**src/rtl/bsg_wormhole_conc_arb_pkg.sv**
```systemverilog
// +----------------------------------------------------------------------+
// | Module  : bsg_wormhole_conc_arb_pkg                                  |
// | Brief   : Shared types for the wormhole concentrator arbiter.        |
// | Revision: 1.0 - initial release                                      |
// +----------------------------------------------------------------------+
`default_nettype none

package bsg_wormhole_conc_arb_pkg;

  typedef enum logic [1:0] {
    ST_IDLE = 2'd0,
    ST_HOLD = 2'd1,
    ST_BUSY = 2'd2
  } state_e;

endpackage

`default_nettype wire

```
**src/rtl/bsg_wormhole_conc_arb_rr.sv**
```systemverilog
// +----------------------------------------------------------------------+
// | Module  : bsg_wormhole_conc_arb_rr                                   |
// | Brief   : Rotating priority encoder; search starts at last+1.        |
// | Revision: 1.0 - initial release                                      |
// +----------------------------------------------------------------------+
`default_nettype none

module bsg_wormhole_conc_arb_rr #(
  parameter int NUM_IN_P   = 4,
  parameter int ID_WIDTH_P = 2
) (
  input  logic [NUM_IN_P-1:0]   v,
  input  logic [ID_WIDTH_P-1:0] last,
  output logic [NUM_IN_P-1:0]   onehot,
  output logic [ID_WIDTH_P-1:0] id,
  output logic                  any
);

  logic [ID_WIDTH_P-1:0] w_idx;

  // Offset num_in_p wraps back onto last itself, so it is searched last.
  always_comb begin
    onehot = '0;
    id     = '0;
    any    = 1'b0;
    w_idx  = '0;
    for (int k = 1; k <= NUM_IN_P; k++) begin
      w_idx = ID_WIDTH_P'((int'(last) + k) % NUM_IN_P);
      if (!any && v[w_idx]) begin
        any           = 1'b1;
        onehot[w_idx] = 1'b1;
        id            = w_idx;
      end
    end
  end

endmodule

`default_nettype wire

```
**src/rtl/bsg_wormhole_concentrator_arbiter.sv**
```systemverilog
// +----------------------------------------------------------------------+
// | Module  : bsg_wormhole_concentrator_arbiter                          |
// | Brief   : Round-robin wormhole arbiter; holds a grant for len flits. |
// |           BSG_WORMHOLE_CONC_ARB_STATS_EN adds a header counter.      |
// | Revision: 1.0 - initial release                                      |
// +----------------------------------------------------------------------+
`default_nettype none

`ifndef BSG_SAFE_CLOG2
`define BSG_SAFE_CLOG2(x) (((x) == 1) ? 1 : $clog2(x))
`endif

module bsg_wormhole_concentrator_arbiter
  import bsg_wormhole_conc_arb_pkg::*;
#(
  parameter  int num_in_p    = 4,
  parameter  int len_width_p = 4,
  localparam int id_width_lp = `BSG_SAFE_CLOG2(num_in_p)
) (
  input  logic                                 clk_i,
  input  logic                                 reset_n_i,
  input  logic [num_in_p-1:0]                  v_i,
  input  logic [num_in_p-1:0][len_width_p-1:0] len_i,
  output logic [num_in_p-1:0]                  yumi_o,
  input  logic                                 ready_i,
  output logic                                 v_o,
  output logic [num_in_p-1:0]                  sel_one_hot_o,
  output logic [id_width_lp-1:0]               sel_id_o,
  output logic                                 busy_o
`ifdef BSG_WORMHOLE_CONC_ARB_STATS_EN
  ,
  output logic [31:0]                          pkt_count_o
`endif
);

  state_e                 r_state;
  logic [len_width_p-1:0] r_cnt;
  logic [id_width_lp-1:0] r_owner;
  logic [id_width_lp-1:0] r_last;

  logic [num_in_p-1:0]    w_rr_oh;
  logic [id_width_lp-1:0] w_rr_id;
  logic                   w_rr_any;
  logic [num_in_p-1:0]    w_owner_oh;

  logic                   w_v;
  logic [num_in_p-1:0]    w_sel_oh;
  logic [id_width_lp-1:0] w_sel_id;
  logic                   w_hdr_acc;
  logic [id_width_lp-1:0] w_hdr_id;
  logic [len_width_p-1:0] w_hdr_len;
  logic                   w_xfer;

  bsg_wormhole_conc_arb_rr #(
    .NUM_IN_P   (num_in_p),
    .ID_WIDTH_P (id_width_lp)
  ) u_rr (
    .v      (v_i),
    .last   (r_last),
    .onehot (w_rr_oh),
    .id     (w_rr_id),
    .any    (w_rr_any)
  );

  assign w_owner_oh = {{(num_in_p-1){1'b0}}, 1'b1} << r_owner;

  always_comb begin
    w_v       = 1'b0;
    w_sel_oh  = '0;
    w_sel_id  = '0;
    w_hdr_acc = 1'b0;
    w_hdr_id  = r_owner;
    w_xfer    = 1'b0;
    case (r_state)
      ST_IDLE: begin
        w_v       = w_rr_any;
        w_sel_oh  = w_rr_oh;
        w_sel_id  = w_rr_id;
        w_hdr_id  = w_rr_id;
        w_hdr_acc = w_rr_any & ready_i;
      end
      // Header already offered downstream; it must stay put until taken.
      ST_HOLD: begin
        w_v       = 1'b1;
        w_sel_oh  = w_owner_oh;
        w_sel_id  = r_owner;
        w_hdr_acc = ready_i;
      end
      ST_BUSY: begin
        w_v      = v_i[r_owner];
        w_sel_oh = w_owner_oh;
        w_sel_id = r_owner;
        w_xfer   = v_i[r_owner] & ready_i;
      end
      default: begin
        w_v = 1'b0;
      end
    endcase
  end

  assign w_hdr_len = len_i[w_hdr_id];

  // Reset gates every output so nothing is dequeued while held in reset.
  assign v_o           = reset_n_i & w_v;
  assign yumi_o        = (reset_n_i && (w_hdr_acc || w_xfer)) ? w_sel_oh : '0;
  assign sel_one_hot_o = reset_n_i ? w_sel_oh : '0;
  assign sel_id_o      = reset_n_i ? w_sel_id : '0;
  assign busy_o        = reset_n_i & (r_state != ST_IDLE);

  always_ff @(posedge clk_i or negedge reset_n_i) begin
    if (!reset_n_i) begin
      r_state <= ST_IDLE;
      r_cnt   <= '0;
      r_owner <= '0;
      r_last  <= id_width_lp'(num_in_p - 1);
    end else begin
      case (r_state)
        ST_IDLE, ST_HOLD: begin
          if (w_hdr_acc) begin
            r_last <= w_hdr_id;
            if (w_hdr_len != '0) begin
              r_cnt   <= w_hdr_len;
              r_owner <= w_hdr_id;
              r_state <= ST_BUSY;
            end else begin
              r_state <= ST_IDLE;
            end
          end else if ((r_state == ST_IDLE) && w_rr_any) begin
            r_owner <= w_rr_id;
            r_state <= ST_HOLD;
          end
        end
        ST_BUSY: begin
          if (w_xfer) begin
            r_cnt <= r_cnt - 1'b1;
            if (r_cnt == len_width_p'(1)) begin
              r_state <= ST_IDLE;
            end
          end
        end
        default: begin
          r_state <= ST_IDLE;
        end
      endcase
    end
  end

`ifdef BSG_WORMHOLE_CONC_ARB_STATS_EN
  logic [31:0] r_pkt_count;

  always_ff @(posedge clk_i or negedge reset_n_i) begin
    if (!reset_n_i) begin
      r_pkt_count <= '0;
    end else if (w_hdr_acc && (r_pkt_count != 32'hFFFF_FFFF)) begin
      r_pkt_count <= r_pkt_count + 32'd1;
    end
  end

  assign pkt_count_o = r_pkt_count;
`endif

endmodule

`default_nettype wire

```
**config.mk**
```make
export PLATFORM = sky130hd
export DESIGN_NAME = bsg_wormhole_concentrator_arbiter
export DESIGN_NICKNAME = d
export VERILOG_FILES = /design/src/rtl/bsg_wormhole_conc_arb_pkg.sv /design/src/rtl/bsg_wormhole_conc_arb_rr.sv /design/src/rtl/bsg_wormhole_concentrator_arbiter.sv
export SDC_FILE = /design/constraint.sdc
export NUM_CORES = 1
export LEC_CHECK = 0
export ABC_AREA = 1
export BUFFER_PORTS_ARGS = -buffer_cell sky130_fd_sc_hd__buf_2
export CORE_ASPECT_RATIO = 1.75
export CORE_MARGIN = 2
export CORE_UTILIZATION = 45
export CTS_CLUSTER_SIZE = 14
export DETAILED_ROUTE_END_ITERATION = 6
export HOLD_SLACK_MARGIN = 0.03
export PLACE_DENSITY = 0.74
export SLEW_MARGIN = 0
export SYNTH_ARGS = -nofsm -noshare
export SYNTH_HDL_FRONTEND = slang
export SYNTH_SLANG_ARGS = --single-unit
```
**constraint.sdc**
```tcl
create_clock -name clk_i -period 5.4 [get_ports clk_i]
set_clock_uncertainty 0.05 [all_clocks]
set_input_delay 1.08 -clock clk_i [delete_from_list [all_inputs] [get_ports clk_i]]
set_output_delay 1.08 -clock clk_i [all_outputs]
set_load 0.1 [all_outputs]
```
==> impl.org, run 1 <==
** Outcome
- The run finished with clean final reports.

** Place
- Summing all placed instances gives a cell area of 0.00185 sq mm.
- Count of input and output buffers :: 34
- Once detailed placement completed, the half-perimeter wirelength came to 3610 microns.
- The congestion estimate from routability-driven global placement came to approximately 0.95.

** STA
- Relative slew margins :: 66.8%
- The count of final hold-check violations was 0.
- In the final timing run, aggregate negative setup slack is 0 ns.
- Worst slew pin tran :: 0.502 ns
- Final Hold Slack :: 0.428 ns
- Of the available clock period, the critical path in the final layout requires around 80%.
- Setup violations remaining at the end of the flow were counted as 0.
- RSZ-0062 raised after global routing :: false
- Timing-limited maximum frequency :: around 230 MHz
- Count of final max-slew check failures :: 0
- Final period demand of the worst path :: 4.30 ns

** Routing
- The pre-antenna-repair detailed-routing pass consisted of 4 iterations.
- The detailed router finished its first iteration with 64 violations.
- Total number of vias :: 1746
- After detailed routing, the number of remaining DRC violations is 0.
- Wire length after detailed routing :: 4340 microns
- Once detail routing completed, the nets flagged for antenna violations numbered 0.
- Dividing the detail-routed via count by the number of cells gives around 5.1.
- In the final routed layout, each cell accounts on average for 12.6 microns.

** Worst setup path
- Capture point of the worst reg-to-reg path :: r_cnt[3]$_DFFE_PN0P_
- The worst register-to-register path has a setup slack of 2.32 ns.
- In this run the critical register-to-register path is launched from r_last[1]$_DFFE_PN1P_.
- CP Data Arrival Time :: 3.17 ns
- Worst Setup Path Type :: register to primary output
- Crit end category :: primary output
- Startpoint kind of the worst setup timing path :: register
- Max Fanout on Critical Path :: 9
- The number of cells on the worst reg-to-reg path is 15.
- At the worst endpoint, the required time is 4.27 ns.

** Yosys
- After synthesis, flip-flops and latches occupy 15.3% of the total area.
- Number of instances in the synthesized netlist :: 264
- Combined area of all synthesized cells :: 0.00165 sq mm
- By area the synthesized netlist is led by sky130_fd_sc_hd__nand2_1 (19%), sky130_fd_sc_hd__dfrtp_1 (12%), sky130_fd_sc_hd__ha_1 (11%).
- Yosys printed 0 warnings.
- Yosys top cell by area :: sky130_fd_sc_hd__nand2_1
- Synthesized netlist net count :: 301
- The average instance in the mapped netlist occupies 6.24 sq um.
- Portion of synthesized cell area occupied by the leading cell type :: 18.9%
- The number of different library cells used by synthesis comes to 36.
- Counting flops and latches in the post-synthesis netlist gives 10.

** Finish
- Diode insertion count for antenna repair :: 0
- Layout cell share with drive strength beyond 1 :: 23.9%
- Layout overhead on the synthesized area :: 14.9%
- Net count reported at finish :: 335
- Once layout is done, the placed cells without fillers occupy 0.00189 sq mm.

** Die
- The floorplan step defined a core boundary enclosing 0.00356 sq mm.
- Ports placed on the boundary :: 35
- The die covers 0.00418 sq mm.
- The die is roughly 50 microns wide.
- Floorplan die height :: ~84 microns
- The initial utilization of the core area, before any placement, comes to a little under half.
- The initialized floorplan defines 29 standard-cell rows.

** Clocking
- Buffer count from post-CTS setup fixing :: 0
- H-tree depth :: 1
- Sink count of the clock tree :: 10
- Root cell of the clock tree :: sky130_fd_sc_hd__clkbuf_8
- Clk pin slew, worst setup/hold paths :: 0.05 ns
- Total of hold buffers inserted after clock tree synthesis :: 0
- TritonCTS buffer count :: 3
- Max Buffers Root-to-Sink :: 2
- Post-CTS repair changed the size of 0 cells.
- TritonCTS clock tree :: done
- Later-pin clock latency in the skew report :: 0.24 ns

** Global route
- Pin count of the biggest net entering global routing :: 15
- The first global-routing pass estimated 7280 microns of wire.
- For this run the aggregate overflow at the end of global routing stands at 0.
- The number of global-route vias before repair came to 1757.
- Global routing used a little under a quarter of the available tracks.
- Number of antenna violations at the first check in global routing :: 0

** Min path
- The worst hold path terminates at r_cnt[1]$_DFFE_PN0P_.
- In this run the most critical hold path is launched from r_cnt[1]$_DFFE_PN0P_.
- The worst hold path belongs to the class register to register.
- Number of instances on the worst hold path :: 2

** Flow run
- Across the run, the number of max-cap violations was 0.
## worst max-delay path, stage by stage (launching register included)
cell and delay [ns]:
sky130_fd_sc_hd__dfstp_2 0.62, sky130_fd_sc_hd__inv_1 0.19, sky130_fd_sc_hd__ha_1 0.44, sky130_fd_sc_hd__inv_1 0.10, sky130_fd_sc_hd__nand2_1 0.13, sky130_fd_sc_hd__nand2_4 0.10, sky130_fd_sc_hd__nor3_1 0.25, sky130_fd_sc_hd__nand2_1 0.10
sky130_fd_sc_hd__inv_1 0.10, sky130_fd_sc_hd__nand2_1 0.06, sky130_fd_sc_hd__a31o_2 0.19, sky130_fd_sc_hd__o21ai_0 0.06, sky130_fd_sc_hd__inv_1 0.08, sky130_fd_sc_hd__nor2_1 0.08, sky130_fd_sc_hd__buf_2 0.42
## logic make-up after synthesis
| logic type | count (synthesis) | share of synthesized area (%) |
|---|---|---|
| buffers and inverters | 47 | 12.5 |
| AO/OA/AOI/OAI | 33 | 11.8 |
| AND/OR/NAND/NOR | 158 | 48.7 |
| flip-flops | 10 | 15.3 |
| XOR/XNOR | 2 | 1.06 |
| adder cells (fa/ha/maj) | 14 | 10.6 |
## synth_stat cells, drive strengths merged
library cell and instances:
or2 2, nand3 37, nor3 1, inv 42
a32oi 1, a31oi 1, a22oi 4, dfstp 2
dfrtp 8, clkbuf 1, o2111ai 1, xnor2 1
nand3b 4, buf 4, a21boi 1, nand2 96
a31o 1, nor2 16, nand4 2, a21oi 8
ha 14, xor2 1, o21ai 16
## routing by layer
metal,part of all wire [%],global-route usage [%]
met3,3.1,2.33
met4,6.0,15.4
met2,57,44.2
met1,34,20.3
met5,0,0
## sequential cells by signal, indices dropped and copies added (netlist names)
| name | flops |
|---|---|
| r_cnt | 4 |
| r_last | 2 |
| r_owner | 2 |
| r_state | 2 |
## how the worst max path moves through the flow
stage,slack (ns),start,endpoint,cells after the start
after floorplan,0.30,r_last[0]$_DFFE_PN1P_,yumi_o[0],16
after global routing,0.77,r_last[0]$_DFFE_PN1P_,sel_one_hot_o[3],14
after global placement,1.36,v_i[2],sel_one_hot_o[3],14
final,1.10,r_last[1]$_DFFE_PN1P_,sel_one_hot_o[3],14
after detailed placement,1.34,v_i[2],sel_one_hot_o[3],14
after CTS,1.11,r_last[1]$_DFFE_PN1P_,sel_one_hot_o[3],14
## stage by stage
stage | instances | setup slack [ns] | utilization [%]
3_3_place_gp | 339 | 1.36 | 51.9
5_1_grt | 343 | 0.772 | 53.2
2_1_floorplan | 264 | 0.304 | -
3_5_place_dp | 339 | 1.34 | 51.9
6_report | 343 | 1.10 | 53.2
4_1_cts | 343 | 1.11 | 53.2
## final cells by class
| type | instances | area, sq um |
|---|---|---|
| tap | 46 | 57.6 |
| timing repair buffer | 34 | 170 |
| clock buffer | 4 | 45.0 |
| multi-input combinational | 207 | 1200 |
| fill | 381 | 1660 |
| sequential | 10 | 253 |
| inverter | 42 | 165 |
## cells in the final DEF, fill, tap and decap left out
| cell type | synthesis | routed |
|---|---|---|
| sky130_fd_sc_hd__o2111ai_1 | 1 | 1 |
| sky130_fd_sc_hd__o21ai_1 | 2 | 2 |
| sky130_fd_sc_hd__nand3b_1 | 4 | 4 |
| sky130_fd_sc_hd__nor3_1 | 1 | 1 |
| sky130_fd_sc_hd__inv_4 | 3 | 3 |
| sky130_fd_sc_hd__nand2_8 | 2 | 2 |
| sky130_fd_sc_hd__dfrtp_1 | 8 | 8 |
| sky130_fd_sc_hd__or2_2 | 1 | 1 |
| sky130_fd_sc_hd__nand2_1 | 83 | 83 |
| sky130_fd_sc_hd__nand3_4 | 2 | 2 |
| sky130_fd_sc_hd__o21ai_2 | 1 | 1 |
| sky130_fd_sc_hd__a32oi_1 | 1 | 1 |
| sky130_fd_sc_hd__o21ai_0 | 13 | 13 |
| sky130_fd_sc_hd__xor2_1 | 1 | 1 |
| sky130_fd_sc_hd__a22oi_1 | 4 | 4 |
| sky130_fd_sc_hd__nand4_1 | 1 | 1 |
| sky130_fd_sc_hd__clkbuf_8 | 0 | 3 |
| sky130_fd_sc_hd__nor2_2 | 2 | 7 |
| sky130_fd_sc_hd__nand3_2 | 3 | 3 |
| sky130_fd_sc_hd__nand3_1 | 32 | 32 |
| sky130_fd_sc_hd__a21boi_0 | 1 | 1 |
| sky130_fd_sc_hd__dfstp_2 | 2 | 2 |
| sky130_fd_sc_hd__a31o_2 | 1 | 1 |
| sky130_fd_sc_hd__or2_1 | 1 | 1 |
| sky130_fd_sc_hd__a21oi_1 | 8 | 8 |
| sky130_fd_sc_hd__a31oi_1 | 1 | 1 |
| sky130_fd_sc_hd__nand2_4 | 5 | 5 |
| sky130_fd_sc_hd__xnor2_1 | 1 | 1 |
| sky130_fd_sc_hd__clkbuf_1 | 1 | 1 |
| sky130_fd_sc_hd__ha_1 | 14 | 14 |
| sky130_fd_sc_hd__buf_2 | 2 | 34 |
| sky130_fd_sc_hd__nand2_2 | 6 | 6 |
| sky130_fd_sc_hd__nor2_1 | 14 | 9 |
| sky130_fd_sc_hd__nand4_2 | 1 | 1 |
| sky130_fd_sc_hd__inv_1 | 39 | 39 |
Power of run 1 is left out: the tool's default activity adds up to more than one toggle a clock period on the data nets, which glitch-free logic cannot reach.
==> run 2, diff against run 1 <==
Clock period 5.4 ns to 4.05 ns, I/O delays scaled along.
==> run 2 against run 1 <==
- die area unchanged
- via count is 3.9% higher
- worst hold slack worse by 0.042 ns
- sequential share of layout area decreased by 0.84 points
- non-clock buffer count is 4 higher
- critical path depth grew 1
- sequential cell count unchanged
- utilization increased by 3.6 points
- critical path type unchanged
- design area up 6.7%
==> impl.org, run 2 (same netlist as run 1, synthesis figures left out) <==
** Outcome
- Outcome :: complete, no violations (unchanged)

** Clocking
- The source-to-sink clock delay at the later pin of the worst-skew pair came to 0.24 ns (about the same).
- The clock transition at the registers of the reported paths is 0.05 ns (about the same).
- TritonCTS clock tree :: done (unchanged)
- Total of hold buffers inserted after clock tree synthesis :: 0 (unchanged)
- The maximum buffer depth of the clock tree is 2 (unchanged).
- Root cell of the clock tree :: sky130_fd_sc_hd__clkbuf_8 (unchanged)
- TritonCTS buffer count :: 3 (unchanged)
- The CTS H-tree depth came to 1 (unchanged).
- The number of clock sinks was 10 (unchanged).

** Routing
- # DRC :: 0 (unchanged)
- Initial DRC Count :: 73 (was 64)
- The per-cell via count in the routed design was 5.23 (was 5.09).
- Post-detailed-route wirelength per cell :: 13.6 microns (was 12.6 microns)
- The wire length after detailed routing was 4720 microns (was 4340 microns).
- The via count was 1814 (was 1746).
- Post-DRT Antenna Nets :: 0 (unchanged)
- Detailed-routing iteration count for the pre-antenna-repair pass :: 4 (unchanged)

** Worst setup path
- The category of the critical setup timing path is register to primary output (unchanged).
- The worst path buffer plus inverter count was 5 (unchanged).
- The worst setup slack for register-to-register paths is 1.09 ns (was 2.32 ns).
- Delay of the slowest cell on the worst path :: 0.62 ns (about the same)
- CP cell instances :: clkinvlp_4, ha_4, inv_1, nand2_1, nand2_4, inv_4, nand4_2, nand2_2, inv_4, or2_1, a21oi_1, nor2_4, nand2_4, nor2_4, clkbuf_4 (was inv_1, ha_1, inv_1, nand2_1, nand2_4, nor3_1, nand2_1, inv_1, nand2_1, a31o_2, o21ai_0, inv_1, nor2_1, buf_2)
- The logic depth of the worst path, buffers included came to 15 (was 14).
- Worst setup endpoint :: yumi_o[2] (was sel_one_hot_o[3])
- The required time at the worst-slack endpoint is 3.19 ns (was 4.27 ns).
- Crit end category :: primary output (unchanged)
- Capture point of the worst reg-to-reg path :: r_cnt[3]$_DFFE_PN0P_ (unchanged)
- The data arrival at the endpoint of the critical path came to 3.04 ns (was 3.17 ns).
- Startpoint kind of the worst setup timing path :: register (unchanged)
- R2R depth :: 15 (unchanged)
- The worst setup path startpoint is r_last[1]$_DFFE_PN1P_ (unchanged).
- The maximum net fanout on the critical path was 8 (was 9).
- CP top delay family :: simple AND/OR/NAND/NOR gates (was buffers and inverters)
- The cell with the largest stage delay on the worst path is sky130_fd_sc_hd__dfstp_2 (unchanged).
- Worst flop-to-flop path startpoint :: r_last[1]$_DFFE_PN1P_ (unchanged)

** Global route
- The total grt overflow is 0 (unchanged).
- The global-route total usage across every layer is 22.4% (was 22.6%).
- The number of global-route vias before repair was 1726 (was 1757).
- The number of antenna violations at the first check in global routing was 0 (unchanged).
- Pin count of the biggest net entering global routing :: 15 (unchanged)
- The global-route wire length before repair was 7140 microns (was 7280 microns).

** Finish
- Utilization after layout :: 56.8% (was 53.2%)
- Layout cell share with drive strength beyond 1 :: 28.2% (was 23.9%)
- Most used cells in the layout excluding fill and tap cells: sky130_fd_sc_hd__nand2_1 (82), sky130_fd_sc_hd__inv_1 (38), sky130_fd_sc_hd__nand3_1 (32), sky130_fd_sc_hd__buf_2 (27) (was sky130_fd_sc_hd__nand2_1 (83), sky130_fd_sc_hd__inv_1 (39), sky130_fd_sc_hd__buf_2 (34), sky130_fd_sc_hd__nand3_1 (32), sky130_fd_sc_hd__ha_1 (14)).
- Diode insertion count for antenna repair :: 0 (unchanged)
- The register with the most flip-flops is r_cnt (unchanged).
- The layout net count came to 339 (was 335).
- The number of flip-flops under the largest register name came to 4 (unchanged).
- Layout overhead on the synthesized area :: 22.6% (was 14.9%)
- Number of fillers in the final layout :: 389 (was 381)
- Most common library cell in the layout ignoring fill and taps :: sky130_fd_sc_hd__nand2_1 (unchanged)

** STA
- The setup violation total in the final timing report came to 0 (unchanged).
- The count of final hold-check violations came to 0 (unchanged).
- Final Hold Slack :: 0.386 ns (was 0.428 ns)
- In the finished design, the share of the clock period the worst path needs comes to between 90 and 100%.
- Timing-limited maximum frequency :: roughly 260 MHz
- The max-slew violation total from the final report is 0 (unchanged).
- Final period demand of the worst path :: between 3 and 4 ns
- Relative slew margins :: 67.3% (was 66.8%)
- Worst slew pin tran :: 0.493 ns (was 0.502 ns)

** Die
- The initial core utilization was 46.3% (unchanged).
- The standard-cell row count is 29 (unchanged).
- Total Die Area :: 0.00418 sq mm (unchanged)
- Ports placed on the boundary :: 35 (unchanged)
- Die X-Extent :: 49.7 microns (unchanged)
- Area of the core :: 0.00356 sq mm (unchanged)
- Floorplan die height :: 84.0 microns (unchanged)

** Min path
- The class of the tightest hold or removal check is input port to asynchronous set/reset pin (was register to register).

** Flow run
- The total of max-cap violations came to 0 (unchanged).

** Place
- Routability-driven placement congestion ratio :: 0.893 (was 0.952)
- Count of input and output buffers :: 34 (unchanged)
- The placed wire-length estimate after detailed placement was 3850 microns (was 3610 microns).
-- run 2: final cells by class --
cell class / instances / area, sq um / share of cell area, %
sequential: 10 / 253 / 12.5
tap: 46 / 57.6 / 2.85
inverter: 42 / 169 / 8.36
timing repair buffer: 38 / 221 / 11.0
multi-input combinational: 207 / 1260 / 62.6
clock buffer: 4 / 55.1 / 2.73
-- run 2: how the worst min path moves through the flow --
| stage | start | endpoint | slack (ns) | cells after the start |
|---|---|---|---|---|
| finish | reset_n_i | r_owner[1]$_DFFE_PN0P_ | 0.39 | 1 |
| global route | reset_n_i | r_cnt[3]$_DFFE_PN0P_ | 0.40 | 1 |
| CTS | reset_n_i | r_cnt[3]$_DFFE_PN0P_ | 0.39 | 1 |
| detailed placement | r_cnt[1]$_DFFE_PN0P_ | r_cnt[1]$_DFFE_PN0P_ | 0.41 | 2 |
| global placement | r_cnt[3]$_DFFE_PN0P_ | r_cnt[3]$_DFFE_PN0P_ | 0.41 | 2 |
| floorplan | r_cnt[1]$_DFFE_PN0P_ | r_cnt[1]$_DFFE_PN0P_ | 0.39 | 2 |
-- run 2: layer usage --
metal	global-route usage (%)	share of wire (%)
met3	2.15	2.4
met2	43.9	56
met1	18.5	34
met5	0	0
met4	19.2	7.4
-- run 2: timing repair --
item | 4_1_cts | 5_1_grt
resized for setup | 0 | 12
setup endpoints to repair | 0 | 7
buffers inserted | 0 | 4
-- run 2: stage by stage --
stage               instance area [sq um]  setup WS [ns]  instances  setup TNS (ns)
floorplan                            1720          0.106        264               0
global placement                     1910          0.446        339               0
detailed placement                   1910          0.371        339               0
CTS                                  1960          0.119        343               0
global route                         2020        -0.0351        347         -0.0835
finish                               2020          0.151        347               0
Power of run 2 is left out for the same reason.
==> run 3, diff against run 2 <==
Settings changed: ABC_AREA 1 to unset, PLACE_DENSITY 0.74 to 0.75.
==> run 3 against run 2 <==
- global-route usage up 2.6 points
- area after synthesis down 9.6%
- sequential share of layout area down 0.44 points
- utilization up 9.8 points
- worst hold slack better by 0.010 ns
- largest cell class unchanged
- highest routed layer unchanged
==> impl.org, run 3 <==
** Global route
- The largest net degree at the start of global routing was 16 (was 15).
- The global-route wire length before repair is 7140 microns (unchanged).
- Vias in the first global route :: 1594 (was 1726)
- The number of antenna violations at the first check in global routing is 0 (unchanged).
- The global-route total usage across every layer came to 25.0% (was 22.4%).
- The total grt overflow is 0 (unchanged).

** Yosys
- The post-synthesis instance area is 0.00149 sq mm (was 0.00165 sq mm).
- Number of flops mapped to enable cells by yosys :: 0 (unchanged)
- Yosys top cell by area :: sky130_fd_sc_hd__dfrtp_1 (was sky130_fd_sc_hd__nand2_1)
- Synth top area cells: sky130_fd_sc_hd__dfrtp_1 (13%), sky130_fd_sc_hd__ha_1 (12%), sky130_fd_sc_hd__mux4_2 (7.6%) (was sky130_fd_sc_hd__nand2_1 (19%), sky130_fd_sc_hd__dfrtp_1 (12%), sky130_fd_sc_hd__ha_1 (11%)).
- The most frequent cell after synthesis is sky130_fd_sc_hd__nand2_1 (unchanged).
- Synth Register Bits :: 10 (unchanged)
- The proportion of netlist area held by the largest area contributor is 13.4% (was 18.9%).
- The post-synthesis net count is 201 (was 301).
- The async set or reset register ratio after synthesis is 100% (unchanged).
- The register area share after synthesis was 17.0% (was 15.3%).
- Flip-flop cell with the highest count after synthesis :: sky130_fd_sc_hd__dfrtp_1 (unchanged)
- The number of warnings printed during yosys synthesis was 0 (unchanged).
- The count of unique library cells instantiated by Yosys came to 47 (was 36).
- The synthesized area per cell came to 9.08 sq um (was 6.24 sq um).
- Number of instances in the synthesized netlist :: 164 (was 264)
- Post-synth top cells: sky130_fd_sc_hd__nand2_1 (17), sky130_fd_sc_hd__ha_1 (14), sky130_fd_sc_hd__nor2_1 (14) (was sky130_fd_sc_hd__nand2_1 (83), sky130_fd_sc_hd__inv_1 (39), sky130_fd_sc_hd__nand3_1 (32)).

** Place
- Post-detailed-placement half-perimeter wirelength :: 3430 microns (was 3850 microns)
- The worst setup timing slack at the placement stage was 0.0547 ns (was 0.371 ns).
- Routability-driven placement congestion ratio :: 0.932 (was 0.893)
- Total placed cells including tap cells :: 249 (was 339)
- The total of buffers placed on input and output ports is 34 (unchanged).

** Routing
- The via count came to 1522 (was 1814).
- The starting DRC count in detailed routing came to 38 (was 73).
- The number of iterations in the first detailed-routing pass was 4 (unchanged).
- Wire length after detailed routing :: 4310 microns (was 4720 microns)
- The DRC violations left came to 0 (unchanged).
- The average wire length per cell after detail routing is 16.9 microns (was 13.6 microns).
- Post-DRT Antenna Nets :: 0 (unchanged)
- Via density per instance :: 5.97 (was 5.23)

** STA
- The minimum setup slack in the final design came to 0.0842 ns (was 0.151 ns).
- Timing-limited maximum frequency :: 252 MHz (was 256 MHz)
- The transition at the pin with the smallest max-transition slack is 0.661 ns (was 0.493 ns).
- The count of final hold-check violations came to 0 (unchanged).
- Setup violation total in the final timing report :: 0 (unchanged)
- Count of final max-slew check failures :: 0 (unchanged)
- Final period demand of the worst path :: 3.97 ns (was 3.90 ns)
- The final total negative setup slack was 0 ns (unchanged).
- The final clock period utilization by the worst path is 97.9% (was 96.3%).
- Relative slew margins :: 55.9% (was 67.3%)

** Finish
- The antenna cell count came to 0 (unchanged).
- Most used cells in the layout excluding fill and tap cells :: sky130_fd_sc_hd__buf_2 (24), sky130_fd_sc_hd__buf_4 (18), sky130_fd_sc_hd__nand2_1 (16), sky130_fd_sc_hd__ha_1 (13), sky130_fd_sc_hd__nor2_1 (11) (was sky130_fd_sc_hd__nand2_1 (82), sky130_fd_sc_hd__inv_1 (38), sky130_fd_sc_hd__nand3_1 (32), sky130_fd_sc_hd__buf_2 (27))
- Net count reported at finish :: 250 (was 339)
- The number of flip-flops under the largest register name came to 4 (unchanged).
- The register with the most flip-flops was r_cnt (unchanged).
- The layout overhead on the synthesized area is 40.6% (was 22.6%).
- The most common cell after layout, fill and taps aside is sky130_fd_sc_hd__buf_2 (was sky130_fd_sc_hd__nand2_1).
- The final core utilization came to 66.6% (was 56.8%).
- Layout cell share with drive strength beyond 1 :: 45.3% (was 28.2%)
- Non-filler instance count after layout :: 255 (was 347)

** Clocking
- The clock transition at the registers of the reported paths is 0.05 ns (about the same).
- Later-pin clock latency in the skew report :: 0.24 ns (about the same)
- Sink count of the clock tree :: 10 (unchanged)
- Root cell of the clock tree :: sky130_fd_sc_hd__clkbuf_8 (unchanged)
- TritonCTS clock tree :: done (unchanged)
- The number of buffers added to fix hold violations after cts is 0 (unchanged).
- H-tree depth :: 1 (unchanged)
- The number of buffers created by CTS is 3 (unchanged).
- Max Buffers Root-to-Sink :: 2 (unchanged)

** Flow run
- The total of max-cap violations came to 0 (unchanged).

** Worst setup path
- Crit end category :: primary output (unchanged)
- Required time of the critical path :: 3.19 ns (about the same)
- Max Fanout on Critical Path :: 4 (was 8)
- The cell depth of the worst flop-to-flop path came to 12 (was 15).
- CP Data Arrival Time :: 3.11 ns (was 3.04 ns)
- The category of the critical setup timing path was register to primary output (unchanged).
- Startpoint kind of the worst setup timing path :: register (unchanged)

** Die
- Floorplan die height :: 80.1 microns (was 84.0 microns)
- The die width came to 47.5 microns (was 49.7 microns).
- Total number of placement rows :: 27 (was 29)
- Total Die Area :: 0.00380 sq mm (was 0.00418 sq mm)
- The top-level port count came to 35 (unchanged).
- The initial core utilization is 47.4% (was 46.3%).
- Area of the core :: 0.00314 sq mm (was 0.00356 sq mm)

** Outcome
- Outcome :: complete, no violations (unchanged)

** Min path
- Class of the tightest hold or removal check :: input port to asynchronous set/reset pin (unchanged)
==> run 3: critical path: stages, from the launching register on <==
cell                         delay (ns)
sky130_fd_sc_hd__dfstp_2           0.56
sky130_fd_sc_hd__clkinvlp_4        0.13
sky130_fd_sc_hd__ha_4              0.29
sky130_fd_sc_hd__mux4_2            0.51
sky130_fd_sc_hd__nor2b_4           0.15
sky130_fd_sc_hd__buf_4             0.14
sky130_fd_sc_hd__a22oi_1           0.15
sky130_fd_sc_hd__nor2_1            0.06
sky130_fd_sc_hd__a221o_1           0.28
sky130_fd_sc_hd__a22oi_2           0.20
sky130_fd_sc_hd__buf_4             0.17
sky130_fd_sc_hd__nor2_4            0.03
sky130_fd_sc_hd__buf_6             0.20
==> run 3: final timing paths <==
path / startpoint / endpoint / slack, ns
setup / recovery: r_last[0]$_DFFE_PN1P_ / sel_one_hot_o[0] / 0.08
hold / removal: reset_n_i / r_cnt[3]$_DFFE_PN0P_ / 0.40
setup reg to reg: r_last[0]$_DFFE_PN1P_ / r_owner[0]$_DFFE_PN0P_ / 0.17
hold reg to reg: r_cnt[1]$_DFFE_PN0P_ / r_cnt[1]$_DFFE_PN0P_ / 0.47
max in group asynchronous: reset_n_i / r_last[1]$_DFFE_PN1P_ / 3.28
min in group clk_i: r_cnt[1]$_DFFE_PN0P_ / r_cnt[1]$_DFFE_PN0P_ / 0.47
==> run 3: layer usage <==
| layer | track usage [%] | part of all wire [%] |
|---|---|---|
| met1 | 25.8 | 33 |
| met2 | 47.3 | 60 |
| met3 | 1.80 | 2.7 |
| met4 | 10.3 | 4.0 |
| met5 | 0 | 0 |
==> run 3: per-stage QoR <==
| stage | hold slack (ns) | instance area (sq um) |
|---|---|---|
| 2_1_floorplan | 0.424 | 1570 |
| 3_3_place_gp | 0.454 | 1940 |
| 3_5_place_dp | 0.455 | 1940 |
| 4_1_cts | 0.398 | 2020 |
| 5_1_grt | 0.405 | 2090 |
| 6_report | 0.396 | 2090 |
==> run 3: logic make-up (layout without fill, tap and decap cells) <==
family / after synthesis / after routing / synth area share, %
mux: 17 / 17 / 21.0
fa+ha+maj: 14 / 14 / 11.8
flops: 10 / 10 / 17.0
buf+inv: 17 / 65 / 5.55
simple gates: 60 / 60 / 20.8
compound gates: 46 / 46 / 24.0
==> run 3: cell type report <==
| type | count | area, sq um |
|---|---|---|
| repair buffers | 52 | 419 |
| multi-input cells | 137 | 1270 |
| flip-flops and latches | 10 | 253 |
| fillers | 267 | 1050 |
| well taps | 43 | 53.8 |
| inverters | 9 | 37.5 |
| clock buffers | 4 | 55.1 |
==> run 3: what timing repair did <==
action,CTS,global route
buffers inserted,0,2
resized for setup,7,15
pin swaps,0,1
endpoints found under the setup margin,6,12
Power of run 3 is left out for the same reason.
